### src/rtl/pipeline_hazard_ctrl.sv
`default_nettype none
// ============================================================================
// Module   : pipeline_hazard_ctrl
// Function : Stall, flush, forwarding and data-memory handshake control for
//            a 3-stage RV32I pipeline (fetch / decode-execute / mem-writeback).
// Revision : 1.0
// ============================================================================
module pipeline_hazard_ctrl #(
    parameter int MEM_TIMEOUT = 15,
    parameter int CNT_W       = 16
) (
    input  logic             clock,
    input  logic             reset,
    input  logic [31:0]      instruction_execute,
    input  logic [31:0]      instruction_mem,
    input  logic             reg_wr_mem,
    input  logic             branch_taken_execute,
    input  logic             dmem_ack,
    output logic             pc_en,
    output logic             fd_en,
    output logic             fd_flush,
    output logic             em_en,
    output logic             em_flush,
    output logic             fwd_a,
    output logic             fwd_b,
    output logic             dmem_req,
    output logic             mem_err,
    output logic [CNT_W-1:0] stall_cycles,
    output logic [CNT_W-1:0] flush_count
);

    localparam logic [6:0] OP_LOAD  = 7'b0000011;
    localparam logic [6:0] OP_STORE = 7'b0100011;
    localparam logic [6:0] OP_LUI   = 7'b0110111;
    localparam logic [6:0] OP_AUIPC = 7'b0010111;
    localparam logic [6:0] OP_JAL   = 7'b1101111;
    localparam logic [6:0] OP_REG   = 7'b0110011;
    localparam logic [6:0] OP_BRANCH = 7'b1100011;

    localparam int WAIT_W = $clog2(MEM_TIMEOUT + 1);
    localparam logic [WAIT_W-1:0] WAIT_LAST = WAIT_W'(MEM_TIMEOUT - 1);

    typedef enum logic [0:0] {
        RUN      = 1'b0,
        MEM_WAIT = 1'b1
    } state_t;

    state_t              state;
    logic [WAIT_W-1:0]   wait_cnt;

    logic [6:0] op_ex;
    logic [6:0] op_mem;
    logic [4:0] rs1;
    logic [4:0] rs2;
    logic [4:0] rd_mem;
    logic       rs1_used;
    logic       rs2_used;
    logic       mem_is_load;
    logic       mem_access;
    logic       timeout_now;
    logic       freeze;
    logic       load_use;
    logic       fwd_a_raw;
    logic       fwd_b_raw;

    assign op_ex   = instruction_execute[6:0];
    assign op_mem  = instruction_mem[6:0];
    assign rs1     = instruction_execute[19:15];
    assign rs2     = instruction_execute[24:20];
    assign rd_mem  = instruction_mem[11:7];

    // Fields this block never looks at.
    logic unused_bits;
    assign unused_bits = ^{instruction_execute[31:25], instruction_execute[14:7],
                           instruction_mem[31:12]};

    assign rs1_used    = !(op_ex == OP_LUI || op_ex == OP_AUIPC || op_ex == OP_JAL);
    assign rs2_used    = (op_ex == OP_REG) || (op_ex == OP_STORE) || (op_ex == OP_BRANCH);
    assign mem_is_load = (op_mem == OP_LOAD);
    assign mem_access  = mem_is_load || (op_mem == OP_STORE);

    assign timeout_now = (state == MEM_WAIT) && (wait_cnt == WAIT_LAST);
    assign freeze      = mem_access && !dmem_ack && !timeout_now;

    assign load_use = mem_is_load && (rd_mem != 5'd0) &&
                      ((rs1_used && rd_mem == rs1) || (rs2_used && rd_mem == rs2));

    assign fwd_a_raw = reg_wr_mem && (rd_mem != 5'd0) && !mem_is_load && rs1_used && (rd_mem == rs1);
    assign fwd_b_raw = reg_wr_mem && (rd_mem != 5'd0) && !mem_is_load && rs2_used && (rd_mem == rs2);

    always_comb begin
        pc_en    = 1'b1;
        fd_en    = 1'b1;
        fd_flush = 1'b0;
        em_en    = 1'b1;
        em_flush = 1'b0;
        fwd_a    = fwd_a_raw;
        fwd_b    = fwd_b_raw;
        dmem_req = mem_access;
        if (reset) begin
            pc_en    = 1'b0;
            fd_en    = 1'b0;
            em_en    = 1'b0;
            fd_flush = 1'b1;
            em_flush = 1'b1;
            fwd_a    = 1'b0;
            fwd_b    = 1'b0;
            dmem_req = 1'b0;
        end else if (freeze) begin
            pc_en = 1'b0;
            fd_en = 1'b0;
            em_en = 1'b0;
        end else if (load_use) begin
            // One bubble into memory stage; the load moves on next cycle.
            pc_en    = 1'b0;
            fd_en    = 1'b0;
            em_flush = 1'b1;
        end else if (branch_taken_execute) begin
            fd_flush = 1'b1;
        end
    end

    always_ff @(posedge clock) begin
        if (reset) begin
            state        <= RUN;
            wait_cnt     <= '0;
            mem_err      <= 1'b0;
            stall_cycles <= '0;
            flush_count  <= '0;
        end else begin
            case (state)
                RUN: begin
                    wait_cnt <= '0;
                    if (mem_access && !dmem_ack) begin
                        state <= MEM_WAIT;
                    end
                end
                MEM_WAIT: begin
                    wait_cnt <= wait_cnt + WAIT_W'(1);
                    if (dmem_ack) begin
                        state <= RUN;
                    end else if (wait_cnt == WAIT_LAST) begin
                        state   <= RUN;
                        mem_err <= 1'b1;
                    end
                end
                default: state <= RUN;
            endcase
            if (!pc_en && stall_cycles != '1) begin
                stall_cycles <= stall_cycles + CNT_W'(1);
            end
            if (fd_flush && flush_count != '1) begin
                flush_count <= flush_count + CNT_W'(1);
            end
        end
    end

endmodule
`default_nettype wire

### config.mk
export PLATFORM = sky130hd
export DESIGN_NAME = pipeline_hazard_ctrl
export DESIGN_NICKNAME = d
export VERILOG_FILES = /design/src/rtl/pipeline_hazard_ctrl.sv
export SDC_FILE = /design/constraint.sdc
export NUM_CORES = 1
export LEC_CHECK = 0
export BUFFER_PORTS_ARGS = -buffer_cell sky130_fd_sc_hd__buf_2
export CAP_MARGIN = 20
export CORE_UTILIZATION = 44
export CTS_CLUSTER_SIZE = 14
export DETAILED_ROUTE_END_ITERATION = 8
export PLACE_DENSITY = 0.77
export SLEW_MARGIN = 10
export SYNTH_ARGS = -nofsm -noshare
export SYNTH_HDL_FRONTEND = slang
export SYNTH_SLANG_ARGS = --single-unit
### constraint.sdc
create_clock -name clock -period 6.7 [get_ports clock]
set_clock_uncertainty 0.2 [all_clocks]
set_input_delay 1.34 -clock clock [delete_from_list [all_inputs] [get_ports clock]]
set_output_delay 1.34 -clock clock [all_outputs]
set_load 0.01 [all_outputs]
==> flow_summary_export.csv, run 1 <==
group,metric,value,unit
critical_path,regToRegSetupSlack,4.17,ns
worst_hold_path,hp-start,"wait_cnt[0]$_SDFF_PP0_",
synthesis,synth-edff-count,0,
clocking,post_cts_resized,0,
timing,max_slew_margin,42.9,%
placement,dpl.hpwl,3.53,mm
synthesis,async_reset_ff_share,0,%
synthesis,ys_ff_latch,38,
critical_path,endpoint_kind,"primary output",
clocking,clock-sinks,38,
layout,area_growth,21.8,%
critical_path,crit_path_start,"instruction_mem[8]",
critical_path,path_class,"input pin to primary output",
floorplanning,start_util,46.4,%
clocking,clock_latency,0.28,ns
grt,grt_first_pass_wirelength,8.18,mm
routing,routed_via_density,5.57,
timing,worst-slew-pin-transition,0.856,ns
timing,rsz0062_at_grt,"false",
placement,io_buffer_count,74,
routing,dr.pass1.iters,4,
placement,place_area,2610,µm²
routing,routed_wl,4.98,mm
timing,finalHoldViolCount,0,
floorplanning,die_area,5330,µm²
placement,gp_congestion,0.734,
floorplanning,die_x,73.0,µm
critical_path,cp_cell_sequence,"buf_2, or4_1, o211a_1, nand4bb_2, nand3_2, nand2b_1, buf_2",
synthesis,synth_fp_nets,342,
clocking,numCtsBuffers,5,
critical_path,max_stage_delay,0.54,ns
critical_path,cp_data_arrival_time,3.13,ns
synthesis,synth_cells,269,
power,leakagePower,1.10,nW
synthesis,yosysSeqAreaShare,34.3,%
clocking,hold_buffers,0,
routing,remaining_drc_errors,0,
floorplanning,die_height,73.0,µm
clocking,clkTransAtPathRegs,0.07,ns
layout,drive_gt1_share,29.6,%
timing,setup_viol,0,
critical_path,startpoint_type,"input pin",
clocking,post_cts_buffers,0,
grt,grt_start_max_net_pins,50,
synthesis,ys_types,47,
clocking,htreeDepth,2,
power,vdd_drop_max,81.3,µV
synthesis,synth_largest_area_cell,"dfxtp_1",
timing,slew_violations,0,
critical_path,r2r-start,"wait_cnt[0]$_SDFF_PP0_",
layout,antenna_cells,0,
layout,stdcell_area,2700,µm²
floorplanning,core,4790,µm²
flow_run,drv_cap,0,
critical_path,crit_fanout,29,
routing,drt_iter0_markers,141,
synthesis,syn_area,2220,µm²
routing,wire_per_inst,12.3,µm
grt,grt_pass1_vias,1934,
floorplanning,io_pins,110,
timing,fmax,0.214,GHz
synthesis,syn_area_per_cell,8.25,µm²
synthesis,yosysMostFrequentCell,"dfxtp_1",
synthesis,yosys_warnings,0,
critical_path,critPathSlowestCell,"or4_1",
grt,grt_usage,19.2,%
routing,final_antenna_net_count,0,
synthesis,synthFlopType,"dfxtp_1",
run_status,status,"finished clean",
grt,grt_antenna_before_repair,0,
grt,grt_overflow,0,
synthesis,yosysTopAreaCellShare,34.3,%
timing,fin_crit_sh,69.6,%
critical_path,r2r-end,"stall_cycles[15]$_SDFFE_PP0P_",
floorplanning,rows,25,
timing,min_period,4.67,ns
timing,fin_hold_ws,0.267,ns
clocking,cts-root-buf,"clkbuf_8",
clocking,cts_max_path_buffers,2,
routing,via_count,2255,
critical_path,critical_path.endpoint,"fd_flush",
synthesis,ys_top_cells_by_area,"dfxtp_1, a21oi_1, or4_1",
synthesis,synth_commonest_cells,"dfxtp_1, nor2_1, a21oi_1",
clocking,cts_tree,"done",
power,powerDensity,162,nW/µm²
worst_hold_path,hold_path_class,"flip-flop to flip-flop",
critical_path,cp.required,5.16,ns
critical_path,cpMostUsedCell,"buf_2",
layout,fin_nets,410,
timing,tns,0,ns
critical_path,r2r_cells,8,
[power breakdown]
| part | switching (mW) | internal (mW) |
|---|---|---|
| logic | 0.0247 | 0.0199 |
| clock network | 0.0783 | 0.0830 |
| registers | 0.00344 | 0.228 |
| total | 0.106 | 0.331 |
[worst min path at each step]
stage	cells past startpoint	to	slack, ns
after floorplan	1	wait_cnt[0]$_SDFF_PP0_	0.23
after global placement	1	wait_cnt[0]$_SDFF_PP0_	0.24
after detailed placement	1	wait_cnt[0]$_SDFF_PP0_	0.26
after CTS	1	wait_cnt[0]$_SDFF_PP0_	0.27
after global routing	2	mem_err$_SDFFE_PP0P_	0.31
final	1	wait_cnt[0]$_SDFF_PP0_	0.27
[sequential cells by signal, summed over array words and instances (netlist names)]
| name | flops |
|---|---|
| flush_count | 16 |
| wait_cnt | 4 |
| stall_cycles | 16 |
| mem_err | 1 |
| state | 1 |
[final cells by class]
class / instances / area [µm²]
clock inverter: 1 / 5.00
sequential: 38 / 761
inverter: 3 / 11.3
tap: 67 / 83.8
timing repair buffer: 75 / 378
fill: 463 / 2080
clock buffer: 7 / 86.3
multi-input combinational: 214 / 1380
[per-stage QoR]
step                worst slack [ns]  power, mW  std cells  util, %
floorplan                       2.20      0.263        269        -
detailed placement              2.03      0.281        397     54.6
global placement                2.04      0.280        397     54.6
global route                    1.90      0.458        405     56.5
CTS                             2.02      0.443        405     56.5
finish                          2.03      0.437        405     56.5
[routing by layer]
| layer | global-route usage, % | up-vias | wire length [µm] |
|---|---|---|---|
| met5 | 0 | - | 0 |
| met4 | 5.23 | 0 | 43 |
| met3 | 4.28 | 4 | 243 |
| met2 | 32.9 | 65 | 2430 |
| met1 | 24.2 | 1043 | 2260 |
| li1 | - | 1143 | - |
[cell usage in the layout (no fill, tap or decap), types with 7 or more instances in the layout]
cell type | Yosys | layout
mux2_2 | 9 | 9
buf_2 | 2 | 74
a21oi_1 | 24 | 24
and3_1 | 7 | 7
nand2_1 | 17 | 17
dfxtp_1 | 38 | 38
nand3_1 | 16 | 16
o31ai_1 | 13 | 13
nor2b_1 | 9 | 9
or4_1 | 14 | 14
nand4_1 | 7 | 7
xnor2_1 | 8 | 8
nor2_1 | 26 | 26
o21ai_0 | 9 | 9
[cells by family (layout without fill, tap and decap cells)]
family / after synthesis / in the layout / share of synthesized area [%]
adder cells (fa/ha/maj): 4 / 4 / 2.25
flip-flops: 38 / 38 / 34.3
multiplexers: 9 / 9 / 4.57
AND/OR/NAND/NOR: 136 / 136 / 35.9
buffers and inverters: 17 / 86 / 3.83
XOR/XNOR: 12 / 12 / 4.74
AO/OA/AOI/OAI: 53 / 53 / 14.4
[critical path, delay by kind of cell]
kind	cells	cell delay (ns)
AOI/OAI and AO/OA	1	0.26
and+or+nand+nor	4	1.24
buffers and inverters	2	0.26
Power figures use the tool's default switching activity.
==> run 2: changes to the inputs <==
==> constraint.sdc (replaced) <==
create_clock -name clock -period 4.75 [get_ports clock]
set_clock_uncertainty 0.2 [all_clocks]
set_input_delay 0.95 -clock clock [delete_from_list [all_inputs] [get_ports clock]]
set_output_delay 0.95 -clock clock [all_outputs]
set_load 0.01 [all_outputs]
==> flow_summary_export.csv, run 2 (synthesis results as in run 1) <==
group,metric,value,unit
run_status,status,"finished clean",
critical_path,endpoint_kind,"primary output",
timing,min_period,3.87,ns
critical_path,critPathSlowestCell,"or4_1",
layout,area_growth,23.3,%
timing,fin_crit_sh,81.4,%
routing,drt_iter0_markers,122,
power,pwr-share-comb,9.9,%
layout,drive_gt1_share,30.3,%
clocking,clock-sinks,38,
grt,grt_usage,19.5,%
critical_path,r2r-start,"wait_cnt[0]$_SDFF_PP0_",
critical_path,regToRegSetupSlack,2.23,ns
routing,dr.pass1.iters,4,
layout,fin_nets,412,
floorplanning,start_util,46.4,%
layout,layout_common_cells,"buf_2, dfxtp_1, nor2_1",
routing,wire_per_inst,12.7,µm
routing,route.met3.wl,266,µm
floorplanning,core,4790,µm²
grt,grt_antenna_before_repair,0,
routing,via_count,2295,
placement,io_buffer_count,74,
floorplanning,die_area,5330,µm²
critical_path,critical_path_depth,7,
routing,dr.max_layer_used,"met4",
clocking,numCtsBuffers,5,
clocking,cts_max_path_buffers,2,
clocking,post_cts_resized,0,
timing,worst-slew-pin-transition,0.620,ns
critical_path,r2r-end,"stall_cycles[10]$_SDFFE_PP0P_",
critical_path,critical_path.endpoint,"fd_en",
placement,dpl_worst_slack,0.895,ns
floorplanning,die_height,73.0,µm
clocking,cts-root-buf,"clkbuf_8",
timing,fmax,0.259,GHz
power,intPower,0.497,mW
critical_path,path_class,"input pin to primary output",
critical_path,cp.required,3.60,ns
power,powerDensity,238,nW/µm²
grt,grt_start_max_net_pins,49,
clocking,cts_tree,"done",
placement,place_area,2630,µm²
layout,antenna_cells,0,
power,vdd_drop_max,122,µV
timing,setup_viol,0,
layout,fill_cells,470,
clocking,post_cts_buffers,0,
routing,wl_met1,2.28,mm
critical_path,crit_family,"simple AND/OR/NAND/NOR gates",
timing,slew_violations,0,
placement,dpl.hpwl,3.67,mm
routing,final_antenna_net_count,0,
timing,tns,0,ns
floorplanning,die_x,73.0,µm
critical_path,crit_path_start,"instruction_mem[8]",
routing,wl_met2,2.52,mm
power,seq_power_share,49.9,%
clocking,clkTransAtPathRegs,0.07,ns
worst_hold_path,hp-start,"wait_cnt[0]$_SDFF_PP0_",
critical_path,cpMostUsedCell,"buf_2",
power,p_switching,0.156,mW
grt,grt_overflow,0,
floorplanning,rows,25,
timing,finalHoldViolCount,0,
floorplanning,io_pins,110,
clocking,clock_latency,0.30,ns
clocking,hold_buffers,0,
layout,top_regs,"flush_count: 16 flops, stall_cycles: 16 flops, wait_cnt: 4 flops",
power,power.total,0.653,mW
power,leakagePower,1.12,nW
layout,mostFrequentLayoutCell,"buf_2",
routing,routed_via_density,5.64,
power,swShare,23.9,%
timing,setup_ws,0.882,ns
flow_run,drv_cap,0,
timing,rsz0062_at_grt,"false",
critical_path,startpoint_type,"input pin",
clocking,htreeDepth,2,
critical_path,r2r_cells,8,
critical_path,max_stage_delay,0.54,ns
critical_path,crit_fanout,27,
grt,grt_pass1_vias,1943,
routing,routed_wl,5.15,mm
routing,remaining_drc_errors,0,
placement,gp_congestion,0.748,
critical_path,cp_cell_sequence,"buf_2, or4_1, o211a_1, nand4bb_2, nand3_1, inv_2, buf_2",
power,clockPowerShare,40.2,%
grt,grt_first_pass_wirelength,8.20,mm
timing,max_slew_margin,58.5,%
layout,regArea,761,µm²
layout,multi_input_area,1380,µm²
layout,stdcell_area,2740,µm²
critical_path,cp_num_buf_inv,3,
worst_hold_path,hold_path_class,"flip-flop to flip-flop",
critical_path,cp_data_arrival_time,2.72,ns
==> run 2: worst reg2reg max path, cell delays in order, from the launching register on <==
cell	delay [ns]
dfxtp_1	0.38
inv_1	0.06
ha_1	0.21
a41oi_1	0.29
a31oi_1	0.16
nand3_1	0.17
inv_2	0.20
nor4b_1	0.38
mux2_2	0.37
==> run 2: worst min-delay path by stage <==
stage                                              end  cells past startpoint
after floorplan                 wait_cnt[0]$_SDFF_PP0_                      1
after global placement          wait_cnt[0]$_SDFF_PP0_                      1
after detailed placement        wait_cnt[0]$_SDFF_PP0_                      1
after CTS                       wait_cnt[0]$_SDFF_PP0_                      1
after global routing      flush_count[10]$_SDFFE_PP0P_                      2
final                           wait_cnt[0]$_SDFF_PP0_                      1
==> run 2: cell type report <==
class	count	share of cell area (%)
well taps	67	3.06
flip-flops and latches	38	27.8
repair buffers	77	14.4
multi-input cells	214	50.4
inverters	3	0.411
clock buffers	8	4.02
==> run 2: power by group through the flow <==
stage,registers (mW),clock network (mW),logic (mW)
3_5_place_dp,0.333,0,0.0646
4_1_cts,0.326,0.269,0.0647
3_3_place_gp,0.333,0,0.0627
2_1_floorplan,0.333,0,0.0375
6_report,0.326,0.262,0.0643
5_1_grt,0.326,0.283,0.0712
==> run 2: through the flow <==
stage	instances	util [%]	hold slack [ns]
6_report	407	57.2	0.265
5_1_grt	407	57.2	0.327
4_1_cts	407	57.2	0.270
3_5_place_dp	399	54.9	0.251
3_3_place_gp	399	54.9	0.246
2_1_floorplan	269	-	0.230
==> run 2: metal layers <==
layer | GRT usage [%] | vias up
met5 | 0 | -
met4 | 7.41 | 0
met3 | 4.42 | 7
met2 | 34.1 | 80
met1 | 23.2 | 1062
li1 | - | 1146
==> run 3: changes to the inputs <==
--- a/config.mk
+++ b/config.mk
@@ -5,9 +5,10 @@
 export SDC_FILE = /design/constraint.sdc
 export NUM_CORES = 1
 export LEC_CHECK = 0
+export ABC_AREA = 1
 export BUFFER_PORTS_ARGS = -buffer_cell sky130_fd_sc_hd__buf_2
 export CAP_MARGIN = 20
-export CORE_UTILIZATION = 44
+export CORE_UTILIZATION = 43
 export CTS_CLUSTER_SIZE = 14
 export DETAILED_ROUTE_END_ITERATION = 8
 export PLACE_DENSITY = 0.77
==> constraint.sdc (replaced) <==
create_clock -name clock -period 3.5 [get_ports clock]
set_clock_uncertainty 0.2 [all_clocks]
set_input_delay 0.7 -clock clock [delete_from_list [all_inputs] [get_ports clock]]
set_output_delay 0.7 -clock clock [all_outputs]
set_load 0.01 [all_outputs]
==> flow_summary_export.csv, run 3 <==
group,metric,value,unit
grt,grt_start_max_net_pins,29,
routing,routed_wl,5.77,mm
timing,worst-slew-pin-transition,0.534,ns
synthesis,synth_largest_area_cell,"dfxtp_1",
placement,io_buffer_count,74,
placement,gp_congestion,0.875,
synthesis,synth_fp_nets,468,
clocking,clock_latency,0.28,ns
layout,top_regs,"flush_count: 16 flops, stall_cycles: 16 flops, wait_cnt: 4 flops",
flow_run,drv_cap,0,
timing,max_slew_margin,64.1,%
critical_path,cp_data_arrival_time,1.97,ns
power,power.total,0.830,mW
floorplanning,die_height,77.7,µm
power,powerDensity,281,nW/µm²
grt,grtUsageMet3,4.59,%
floorplanning,core,5510,µm²
routing,drt_iter0_markers,77,
critical_path,crit_fanout,16,
clocking,clock-sinks,38,
timing,fmax,0.349,GHz
floorplanning,die_x,77.7,µm
timing,fin_crit_sh,82.0,%
critical_path,startpoint_type,"input pin",
layout,mostFrequentLayoutCell,"nand2_1",
routing,dr.pass1.iters,4,
clocking,cts_tree,"done",
layout,layout_common_cells,"nand2_1, buf_2, nor2_1",
synthesis,ys_ff_latch,38,
synthesis,syn_area_per_cell,6.23,µm²
placement,dpl.hpwl,4.41,mm
synthesis,synth-edff-count,0,
grt,grt_first_pass_wirelength,9.52,mm
critical_path,cp.required,2.60,ns
power,leakagePower,1.40,nW
clocking,post_cts_resized,0,
timing,finalHoldViolCount,0,
clocking,cts_max_path_buffers,2,
routing,via_count,2641,
synthesis,syn_area,2460,µm²
grt,grt_antenna_before_repair,0,
layout,area_growth,19.8,%
layout,stdcell_area,2950,µm²
clocking,cts-root-buf,"clkbuf_8",
routing,remaining_drc_errors,0,
layout,fill_cells,597,
synthesis,ys_top_cells_by_area,"dfxtp_1, nand2_1, nor2_1",
clocking,clkTransAtPathRegs,0.07,ns
clocking,hold_buffers,0,
synthesis,yosysTopAreaCellShare,30.9,%
timing,setup_viol,0,
layout,antenna_cells,0,
floorplanning,rows,27,
placement,place_area,2870,µm²
power,vdd_drop_max,207,µV
floorplanning,die_area,6030,µm²
layout,drive_gt1_share,21.4,%
synthesis,yosysSeqAreaShare,30.9,%
synthesis,yosys_warnings,0,
timing,tns,0,ns
critical_path,endpoint_kind,"primary output",
grt,grt_pass1_vias,2317,
grt,busiest_layer,"met2",
synthesis,synth_commonest_cells,"nand2_1, nor2_1, inv_1",
grt,grt_overflow,0,
synthesis,yosysMostFrequentCell,"nand2_1",
worst_hold_path,hold_path_class,"flip-flop to flip-flop",
clocking,htreeDepth,2,
floorplanning,start_util,44.7,%
floorplanning,io_pins,110,
layout,fin_nets,540,
synthesis,ys_types,29,
timing,slew_violations,0,
clocking,post_cts_buffers,0,
timing,min_period,2.87,ns
synthesis,synth_cells,395,
run_status,status,"finished clean",
routing,final_antenna_net_count,0,
grt,groute.layer.met2.usage,36.5,%
routing,routed_via_density,4.90,
synthesis,async_reset_ff_share,0,%
critical_path,path_class,"input pin to primary output",
clocking,numCtsBuffers,5,
grt,grt_usage,19.3,%
timing,rsz0062_at_grt,"false",
grt,met1_usage,21.0,%
routing,wire_per_inst,10.7,µm
synthesis,synthFlopType,"dfxtp_1",
[run 3: cell types whose count changed in the layout (fill, tap and decap cells not counted), sizes merged, moves of 6 or more]
| cell | change |
|---|---|
| o31ai | -13 |
| or4 | -14 |
| nand3 | +20 |
| nand2 | +101 |
| xor2 | +7 |
| nor2b | -9 |
| nor2 | +34 |
| and3 | -7 |
| mux2 | -9 |
| o21bai | +6 |
| or3 | -6 |
| inv | +48 |
[run 3: through the flow]
| stage | util (%) | setup WS [ns] | hold slack, ns | instances |
|---|---|---|---|---|
| finish | 53.6 | 0.631 | 0.278 | 539 |
| global route | 53.6 | 0.402 | 0.310 | 539 |
| CTS | 53.6 | 0.604 | 0.277 | 539 |
| detailed placement | 52.2 | 0.603 | 0.260 | 532 |
| global placement | 52.2 | 0.649 | 0.247 | 532 |
| floorplan | - | 0.815 | 0.230 | 395 |
[run 3: per-layer routing]
layer  routed length (µm)  share of wire (%)  vias up
met1                 2540                 44     1186
met5                    0                  0        -
met3                  273                4.7        7
met2                 2900                 50       55
met4                   53               0.92        0
li1                     -                  -     1393
[run 3: path summary, 6_finish.rpt]
| path | from | endpoint | depth (start not counted) | slack (ns) |
|---|---|---|---|---|
| worst min-delay path | mem_err$_SDFFE_PP0P_ | mem_err$_SDFFE_PP0P_ | 2 | 0.28 |
| worst max register to register | flush_count[0]$_SDFFE_PP0P_ | flush_count[13]$_SDFFE_PP0P_ | 10 | 1.20 |
| worst max-delay path | instruction_execute[2] | fd_en | 12 | 0.63 |
| worst min register to register | mem_err$_SDFFE_PP0P_ | mem_err$_SDFFE_PP0P_ | 2 | 0.28 |
[run 3: area by class of cell]
type	count	area (µm²)	share of cell area, %
Multi-Input combinational cell	296	1450	49.3
Sequential cell	38	761	25.8
Inverter	51	191	6.49
Clock buffer	7	76.3	2.59
Tap cell	72	90.1	3.05
Timing Repair Buffer	75	378	12.8
[run 3: report_power, final]
part / total, mW / internal [mW] / switching [mW]
clock: 0.284 / 0.137 / 0.147
sequential: 0.445 / 0.437 / 0.00709
combinational: 0.101 / 0.0399 / 0.0612
[run 3: worst max-delay path: stages]
cell and delay [ns]:
buf_2 0.09, inv_1 0.07, nand2_1 0.05, nor2_1 0.10, nand2_1 0.06, nor2_1 0.09, nand2_1 0.08, o21ai_1 0.08
nand2_1 0.13, nand2_2 0.29, inv_1 0.08, buf_2 0.15
[run 3: logic make-up after synthesis]
kind of cell / Yosys count / share of synthesized area, %
adders and majority gates: 4 / 2.03
buffers and inverters: 61 / 10.1
and+or+nand+nor: 240 / 43.0
AOI/OAI and AO/OA: 36 / 8.23
xor gates and xnor gates: 16 / 5.69
DFF: 38 / 30.9
